### src/rtl/data_bus_fabric.sv
// Data-side interconnect: decodes CPU loads/stores onto NUM_SLAVES req/ack slaves and stalls the CPU until done.
// Optional build macro BUS_TIMEOUT_EN adds a wait-cycle timeout and a sticky bus_err flag.
module data_bus_fabric #(
    parameter int unsigned NUM_SLAVES     = 4,
    parameter int unsigned REGION_LSB     = 12,
    parameter int unsigned TIMEOUT_CYCLES = 64
) (
    input  logic                       clk,
    input  logic                       rst_n,
    input  logic [31:0]                addr,
    input  logic [31:0]                write_data,
    input  logic                       memwrite,
    input  logic                       memread,
    input  logic [3:0]                 sign_mask,
    output logic [31:0]                read_data,
    output logic                       clk_stall,
    output logic [NUM_SLAVES-1:0]      slv_req,
    output logic [31:0]                slv_addr,
    output logic [31:0]                slv_wdata,
    output logic                       slv_we,
    output logic                       slv_re,
    output logic [3:0]                 slv_sign_mask,
    input  logic [32*NUM_SLAVES-1:0]   slv_rdata,
    input  logic [NUM_SLAVES-1:0]      slv_ack,
    output logic                       bus_err
);

    localparam int unsigned DATA_W = 32;
    localparam int unsigned IDX_W  = (NUM_SLAVES > 1) ? $clog2(NUM_SLAVES) : 1;
    localparam int unsigned IDX_EW = IDX_W + 1;

    typedef enum logic [1:0] {
        ST_IDLE   = 2'd0,
        ST_ACCESS = 2'd1,
        ST_DONE   = 2'd2
    } state_t;

    state_t                r_state;
    state_t                w_next_state;

    logic [IDX_W-1:0]      w_idx;
    logic [IDX_W-1:0]      r_idx;
    logic [IDX_W-1:0]      w_sel_idx;
    logic                  w_mapped;
    logic                  w_req;
    logic                  w_ack;
    logic                  w_timeout;
    logic                  w_clk_stall;
    logic [NUM_SLAVES-1:0] w_onehot;
    logic [DATA_W-1:0]     w_rdata_sel;

    logic [NUM_SLAVES-1:0] r_slv_req;
    logic [31:0]           r_addr;
    logic [31:0]           r_wdata;
    logic                  r_we;
    logic                  r_re;
    logic [3:0]            r_sign_mask;
    logic [DATA_W-1:0]     r_read_data;

    // Address decode of the live CPU request
    assign w_idx     = addr[REGION_LSB +: IDX_W];
    assign w_mapped  = ({1'b0, w_idx} < IDX_EW'(NUM_SLAVES));
    assign w_req     = memread | memwrite;
    assign w_sel_idx = (r_state == ST_IDLE) ? w_idx : r_idx;

    // One-hot request and ack/rdata selection for the addressed slave
    always_comb begin
        w_onehot    = '0;
        w_ack       = 1'b0;
        w_rdata_sel = '0;
        for (int k = 0; k < int'(NUM_SLAVES); k++) begin
            if (w_sel_idx == IDX_W'(k)) begin
                w_onehot[k] = 1'b1;
                w_ack       = slv_ack[k];
                w_rdata_sel = slv_rdata[DATA_W*k +: DATA_W];
            end
        end
    end

    always_ff @(posedge clk) begin
        if (!rst_n) begin
            r_state <= ST_IDLE;
        end else begin
            r_state <= w_next_state;
        end
    end

    // Next state and the combinational CPU stall
    always_comb begin
        w_next_state = r_state;
        w_clk_stall  = 1'b0;
        case (r_state)
            ST_IDLE: begin
                w_clk_stall = rst_n & w_req;
                if (w_req) begin
                    w_next_state = w_mapped ? ST_ACCESS : ST_DONE;
                end
            end
            ST_ACCESS: begin
                w_clk_stall = 1'b1;
                if (w_ack || w_timeout) begin
                    w_next_state = ST_DONE;
                end
            end
            ST_DONE: begin
                w_next_state = ST_IDLE;
            end
            default: begin
                w_next_state = ST_IDLE;
            end
        endcase
    end

    // Latched access attributes, slave request and load result
    always_ff @(posedge clk) begin
        if (!rst_n) begin
            r_slv_req   <= '0;
            r_idx       <= '0;
            r_addr      <= '0;
            r_wdata     <= '0;
            r_we        <= 1'b0;
            r_re        <= 1'b0;
            r_sign_mask <= '0;
            r_read_data <= '0;
        end else begin
            r_slv_req <= (w_next_state == ST_ACCESS) ? w_onehot : '0;
            if (r_state == ST_IDLE && w_req) begin
                r_idx       <= w_idx;
                r_addr      <= addr;
                r_wdata     <= write_data;
                r_we        <= memwrite;
                r_re        <= memread & ~memwrite;
                r_sign_mask <= sign_mask;
                if (!w_mapped && !memwrite) begin
                    r_read_data <= '0;
                end
            end
            if (r_state == ST_ACCESS && r_re) begin
                if (w_ack) begin
                    r_read_data <= w_rdata_sel;
                end else if (w_timeout) begin
                    r_read_data <= '0;
                end
            end
        end
    end

`ifdef BUS_TIMEOUT_EN
    localparam int unsigned CNT_W = $clog2(TIMEOUT_CYCLES + 1);

    logic [CNT_W-1:0] r_wait_cnt;
    logic             r_bus_err;

    // Saturating count of ACCESS cycles; zero outside ACCESS
    always_ff @(posedge clk) begin
        if (!rst_n) begin
            r_wait_cnt <= '0;
        end else if (r_state == ST_ACCESS) begin
            if (r_wait_cnt != {CNT_W{1'b1}}) begin
                r_wait_cnt <= r_wait_cnt + CNT_W'(1);
            end
        end else begin
            r_wait_cnt <= '0;
        end
    end

    // Last permitted ACCESS cycle is the one where the count equals TIMEOUT_CYCLES-1
    assign w_timeout = (r_state == ST_ACCESS) && (r_wait_cnt == CNT_W'(TIMEOUT_CYCLES - 1));

    always_ff @(posedge clk) begin
        if (!rst_n) begin
            r_bus_err <= 1'b0;
        end else if ((r_state == ST_IDLE && w_req && !w_mapped) ||
                     (r_state == ST_ACCESS && !w_ack && w_timeout)) begin
            r_bus_err <= 1'b1;
        end
    end

    assign bus_err = r_bus_err;
`else
    logic w_unused_timeout;

    assign w_unused_timeout = ^32'(TIMEOUT_CYCLES);
    assign w_timeout        = 1'b0;
    assign bus_err          = 1'b0;
`endif

    assign clk_stall     = w_clk_stall;
    assign slv_req       = r_slv_req;
    assign slv_addr      = r_addr;
    assign slv_wdata     = r_wdata;
    assign slv_we        = r_we;
    assign slv_re        = r_re;
    assign slv_sign_mask = r_sign_mask;
    assign read_data     = r_read_data;

endmodule

### config.mk
export PLATFORM = sky130hd
export DESIGN_NAME = data_bus_fabric
export DESIGN_NICKNAME = d
export VERILOG_FILES = /design/src/rtl/data_bus_fabric.sv
export SDC_FILE = /design/constraint.sdc
export NUM_CORES = 1
export LEC_CHECK = 0
export CAP_MARGIN = 20
export CORE_AREA = 2 2 121 123
export CTS_CLUSTER_SIZE = 12
export DETAILED_ROUTE_END_ITERATION = 7
export DIE_AREA = 0 0 123 125
export DONT_BUFFER_PORTS = 1
export PLACE_DENSITY = 0.61
export RECOVER_POWER = 100
export SYNTH_ARGS = -nofsm -noshare
export SYNTH_HDL_FRONTEND = slang
export SYNTH_SLANG_ARGS = --single-unit
### constraint.sdc
create_clock -name clk -period 3.56 [get_ports clk]
set_clock_uncertainty 0.2 [all_clocks]
set_input_delay 0.89 -clock clk [delete_from_list [all_inputs] [get_ports clk]]
set_output_delay 0.89 -clock clk [all_outputs]
set_load 0.01 [all_outputs]
# Word-level counts from Yosys, hierarchy flattened
# Cells that the tools add are included.
classes:
  eq_ne: 5
  muxes: 17
  n_bitwise: 4
  reduce_logical: 6
op_table:
  columns: ["cell", "n"]
  rows:
  - ["32-bit two-way mux", 4]
  - ["1-bit two-way mux", 8]
  - ["2-bit by 1-bit == test with 1-bit output, second input constant", 3]
  - ["2-bit two-way mux", 3]
  - ["2-bit == test, second input constant", 2]
  - ["2-bit logical NOT", 2]
  - ["2-bit one-hot mux with 2 select lines", 1]
  - ["2-bit AND reduction", 2]
  - ["1-bit bitwise AND", 2]
  - ["1-bit logical AND", 2]
  - ["1-bit one-hot mux with 2 select lines", 1]
  - ["1-bit inverter", 1]
  - ["1-bit OR", 1]
word_totals:
  regBits: 110
  input_bits: 204
  output_inout_bits: 108

# Logic depth before layout (Yosys ltp)
# Gate-level depths: netlist (run 1).
depth:
  word_depth: 11
  ltp_mapped: 9

# Least setup slack after synthesis (run 1)
# Ideal clock, no wire load.
synth_path:
  path_kind: "input to output"
  startpoint: "input port rst_n"
  endpoint: "output port clk_stall"
  arrival_ps: 1708
  path_slack_ps: 762
  stages: 4
  path_buffers: 2
  cell_sequence: "clkbuf_1 > clkbuf_1 > o21ai_0 > a21oi_1"
synth_via:
  elab_chain_cells: 2
synth_rtl:
  columns: ["item", "line_no", "text"]
  rows:
  - ["start: declaration", "9", "input logic rst_n,"]
  - ["1-bit bitwise AND", "94", "w_clk_stall = rst_n & w_req;"]
  - ["1-bit one-hot mux with 2 select lines", "92", "case (r_state)"]
  - ["end: declaration", "16", "output logic clk_stall,"]
# Every way passes these cells.

# Final worst setup path (run 1)
layout_path:
  startpoint: "register r_state[1]"
  endpoint: "register r_sign_mask[0], in the netlist slv_sign_mask[0]"
layout_via:
  elab_chain_cells: 2
layout_rtl:
  columns: ["item", "line_no", "text"]
  rows:
  - ["start: declaration", "38", "state_t r_state;"]
  - ["start signal: assignment", "84", "r_state <= w_next_state;"]
  - ["2-bit logical NOT", "127", "if (r_state == ST_IDLE && w_req) begin"]
  - ["1-bit logical AND", "127", null]
  - ["end signal: assignment", "133", "r_sign_mask <= sign_mask;"]
  - ["end: declaration", "57", "logic [3:0] r_sign_mask;"]
# Every way passes these cells.
# A chain may end at the register's enable or synchronous reset.

==> impl_results.md, run 1 <==
* Status: complete, no violations
* CTS max path bufs at 2
* Fin cells at 748
* Pin count of the biggest net entering global routing at 110
* Critical path class: flip-flop to flip-flop
* Post-layout util at 0.373
* Number of enable flip-flop cells after synthesis at 0
* H-tree depth at 3
* Vias per std cell at 5.45
* Mapped Cells at around 600
* Die Ht at 125 µm
* Setup Buffers After CTS at 0
* Wirelength per Cell at 17.9 µm
* Vias after detailed routing at about 4k
* Ys flop type: dfxtp_1
* Leak at 1.97 nW
* Antenna-violating nets left at 0
* FFs w/ async S/R, synth at 0
* Detail Placement HPWL at 9760 µm
* Final TNS setup at 0 ns
* DR pass1 iterations at 4
* Least-Margin Pin Slew at 1.35 ns
* Mean post-synth cell area at 8.28 µm²
* Final period util at 0.785
* Hold buffer count at cts at 0
* ANT cells at 0
* Drt initial violations at ~230
* Synth warnings at 0
* Max Clock Freq at 0.358 GHz
* Final hold vios at 0
* GP Congestion at 0.845
* Pwr dens at about 550 nW/µm²
* TritonCTS clock tree: built
* WP data required at 3.62 ns
* Die Footprint at around 15000 µm²
* Mapped Area at 4920 µm²
* Root buffer cell: clkbuf_16
* Final min period at 2.79 ns
* Number of global-route vias before repair at 3862
* Maximum fanout along the worst path at 39
* Final setup viols at 0
* Worst IR drop on VDD at 0.000222 V
* Clk sink count at 108
* Register area share after synthesis at 0.439
* #FFs+latches synth at 108
* GRT overflow at 0
* Max-cap violations at 0
* Dpl cells at 732
* CP max stage cell: o21a_1
* Crit path max-delay family: compound AO/OA/AOI/OAI gates
* Critical-path cell list: nor2_4, o21a_1, buf_4, nand2_1, a21boi_0
* Count of cell types in the netlist at 25
* Final Max Tran Viols at 0
* Crit start category: flip-flop
* First-pass GRT wire length at 20600 µm
* CP max stage delay at 1.10 ns
* Share of cells above drive strength 1 at 0.0443
* HP Class: flip-flop to flip-flop
* Initial core utilization at 0.347
* WP data arrival at approximately 2.9 ns
* # DRC at 0
* Nets at approximately 760
* Slew Limit Headroom at 0.0971
* CORE AREA at 14200 µm²
* Synth-to-Final Area Change at 7.49%
* Row Count at 44
* Chip width at between 100 and 150 µm
* Clk Latency, worst-skew pair at 0.35 ns
* IO Pins at 312
* Worst Path Buf+Inv at 1
* Port buffer count at 0
* Total CTS buffers at 9
* # resized after CTS at 0
* Syn_nets at 799
* Clk slew on worst S/H paths at approximately 0.07 ns
* Initial antenna violation count at 0
* Tot GR Track Use at 0.170
* CP endpoint kind: flip-flop
* RSZ-0062 raised after global routing: no
* Total wire length at 13400 µm
==> power breakdown <==
| part | switching, mW | internal (mW) | leakage [nW] |
|---|---|---|---|
| Clock | 0.454 | 0.571 | 0.144 |
| Sequential | 0.111 | 1.30 | 0.885 |
| Combinational | 0.301 | 0.169 | 0.937 |
==> stage by stage <==
stage | hold slack (ns) | cell area, µm² | power [mW] | worst slack, ns
floorplan | 0.279 | 4920 | 1.82 | 0.762
global placement | 0.293 | 4990 | 1.89 | 0.841
detailed placement | 0.298 | 4990 | 1.92 | 0.800
CTS | 0.308 | 5300 | 2.95 | 0.962
global route | 0.332 | 5290 | 3.07 | 0.477
finish | 0.311 | 5290 | 2.91 | 0.766
==> kinds of logic after synthesis <==
family / synth area share
and+or+nand+nor: 0.169
AOI/OAI and AO/OA: 0.272
DFF: 0.439
buffers and inverters: 0.0498
muxes: 0.0694
other: 0.000761
==> worst paths after layout <==
kind / to / slack, ns / from / cells after the start
worst min register to register: slv_wdata[0] / 0.31 / slv_wdata[0] / 2
worst max-delay path: slv_sign_mask[0] / 0.77 / r_state[1] / 5
worst min-delay path: slv_wdata[0] / 0.31 / slv_wdata[0] / 2
worst max register to register: slv_sign_mask[0] / 0.77 / r_state[1] / 5
==> per-layer routing <==
metal  routed length, µm  global-route usage  vias up
met5                   0                   0        -
met4                 292              0.0749        0
met3                1160              0.0506       18
met2                6440               0.272      182
met1                5490               0.210     1912
li1                    -                   -     1966
==> cell usage in the layout (no fill, tap or decap), drive strengths merged <==
cell      instances
nor3              1
a221o            32
mux2i            33
dfxtp           108
nor2              4
a211o             1
mux2              1
clkbuf           12
o21ai             2
clkinvlp          1
inv               4
nand2           206
conb              1
and3              5
a21boi          102
a21o              1
a211oi            2
bufinv            1
o21a              3
a21oi            38
buf               6
==> layout make-up <==
| type | count | area (µm²) |
|---|---|---|
| Timing Repair Buffer | 6 | 57.6 |
| Fill cell | 1436 | 8910 |
| Tap cell | 184 | 230 |
| Clock inverter | 4 | 55.1 |
| Clock buffer | 12 | 246 |
| Inverter | 2 | 7.51 |
| Sequential cell | 108 | 2160 |
| Multi-Input combinational cell | 432 | 2530 |
==> synthesized netlist by cell type, types with 2 or more instances <==
cell | n | area share
nand2_1 | 206 | 0.16
dfxtp_1 | 108 | 0.44
a21boi_0 | 69 | 0.11
clkbuf_1 | 40 | 0.030
a21oi_1 | 38 | 0.039
a21boi_1 | 33 | 0.050
mux2i_1 | 33 | 0.067
a221o_1 | 32 | 0.065
buf_2 | 7 | 0.0071
and3_1 | 5 | 0.0064
buf_6 | 3 | 0.0069
nor2_1 | 3 | 0.0023
o21a_1 | 3 | 0.0046
a211oi_1 | 2 | 0.0030
buf_4 | 2 | 0.0030
inv_1 | 2 | 0.0015
==> tightest hold or removal path, stage by stage, from the launching register on <==
cell and delay, ns:
dfxtp_1 0.34, nand2_1 0.06, a21boi_0 0.06
==> flip-flops by register name, summed over array words and instances, names as in the netlist <==
signal         count
r_state            2
slv_we             1
slv_re             1
slv_wdata         32
slv_addr          31
slv_req            4
read_data         32
slv_sign_mask      4
r_idx              1
(Power assumes the default switching activity.)
==> run 2: changes to the inputs <==
Settings changed: PLACE_DENSITY 0.61 to 0.63.
Clock period 3.56 ns to 2.2 ns, I/O delays scaled along.
==> impl_results.md, run 2 (synthesis results as in run 1) <==
* Row Count at 44
* Chip width at 123 µm
* Leak at 2.11 nW
* Die Footprint at 15400 µm²
* Placed inst area at 5130 µm²
* Max Clock Freq at 0.444 GHz
* Final setup viols at 26
* CTS max path bufs at 2
* Vias per std cell at between 5 and 6
* Port buffer count at 0
* CORE AREA at 14200 µm²
* Failing checks: setup timing
* Final min period at 2.25 ns
* GRT overflow at 0
* H-tree depth at 3
* Share of cells above drive strength 1 at 0.0879
* Total CTS buffers at 9
* Nets at 780
* Die Ht at 125 µm
* Max-cap violations at 0
* WP data required at 2.27 ns
* Detail Placement HPWL at 9860 µm
* Commonest non-fill, non-tap cell in the layout: nand2_1
* # DRC at 0
* Tot GR Track Use at 0.173
* Final Max Tran Viols at 0
* CP endpoint kind: flip-flop
* Clk sink count at 108
* Critical path class: flip-flop to flip-flop
* Final period util at 1.02
* Vias after detailed routing at 4164
* Total wire length at 14100 µm
* Crit start category: flip-flop
* Pin count of the biggest net entering global routing at between 100 and 150
* Synth-to-Final Area Change at 13.0%
* Most frequent cells in the layout: 206 x nand2_1, 106 x dfxtp_1, 69 x a21boi_0
* IO Pins at 312
* Worst IR drop on VDD at 0.000318 V
* Wirelength per Cell at 18.4 µm
* Initial antenna violation count at 0
* Post-route cell area at 5570 µm²
* TritonCTS clock tree: built
* HP Class: input pin to flip-flop
* Pwr dens at 860 nW/µm²
* WP data arrival at between 2 and 2.5 ns
* DR pass1 iterations at 5
* Number of global-route vias before repair at 3936
* Status: complete, but fails checks
* Final hold vios at 0
* Post-layout util at 0.392
* ANT cells at 0
* Root buffer cell: clkbuf_16
* Maximum fanout along the worst path at 14
* Multi-input gate area at ~2600 µm²
* Drt initial violations at 247
* Antenna-violating nets left at 0
* Seq. cell area at between 2000 and 2500 µm²
* Clk Latency, worst-skew pair at ~0.34 ns
* First-pass GRT wire length at ~21000 µm
* Layout fillers at 1422
* Hold buffer count at cts at 0
* Initial core utilization at 0.347
* GP Congestion at 0.877
* Worst setup margin at -0.0518 ns
* Clk slew on worst S/H paths at 0.07 ns
* RSZ-0062 raised after global routing: yes
[run 2: metal layers]
layer	GRT usage	up-vias	wire, µm
met1	0.211	1939	5720
met2	0.275	195	6620
met3	0.0506	35	1280
met4	0.0836	0	466
met5	0	-	0
li1	-	1995	-
[run 2: path summary, 6_finish.rpt]
path | slack, ns | startpoint | end | depth (start not counted)
max | -0.05 | r_state[0] | read_data[17] | 7
min | 0.14 | addr[26] | slv_addr[26] | 2
max reg2reg | -0.05 | r_state[0] | read_data[17] | 7
min reg2reg | 0.31 | read_data[1] | read_data[1] | 2
[run 2: what timing repair did]
action                                  in CTS  in global routing
gates resized for setup                      6                  6
pin swaps                                    3                  2
endpoints found under the setup margin      27                 32
buffers inserted                             1                  2
cloned                                       1                  2
[run 2: report_power, final]
part / switching [mW] / leakage [nW] / total, mW / internal [mW]
registers: 0.175 / 0.886 / 2.28 / 2.11
logic: 0.528 / 1.08 / 0.877 / 0.349
clock network: 0.738 / 0.144 / 1.63 / 0.891
total: 1.44 / 2.11 / 4.79 / 3.35
[run 2: area by class of cell]
cell class                 instances  area share
multi-input combinational        432       0.463
inverter                           2     0.00135
sequential                       108       0.389
tap                              184      0.0414
timing repair buffer              23      0.0515
clock buffer                       9      0.0405
clock inverter                     6      0.0135
[run 2: worst max-delay path, cell delays in order (launching register included)]
cell       delay (ns)
dfxtp_4          0.36
o21a_4           0.23
a21o_4           0.21
mux2i_2          0.16
a211o_4          0.41
clkbuf_16        0.20
a221o_1          0.27
a21boi_1         0.14
[run 2: stage by stage]
stage	worst slack [ns]	TNS (ns)	hold WS [ns]	std cells	power (mW)
2_1_floorplan	0.0279	0	0.279	595	2.95
3_3_place_gp	0.0438	0	0.292	743	3.14
3_5_place_dp	-0.0379	-0.139	0.303	743	3.17
4_1_cts	-0.00556	-0.00556	0.110	760	4.83
5_1_grt	-0.116	-3.07	0.120	764	5.06
6_report	-0.0518	-0.414	0.144	764	4.79
==> run 3: changes to the inputs <==
Settings changed: SLEW_MARGIN set to 25.
==> results of run 3 <==
Final layout, timing and power as in run 2 (identical DEF).
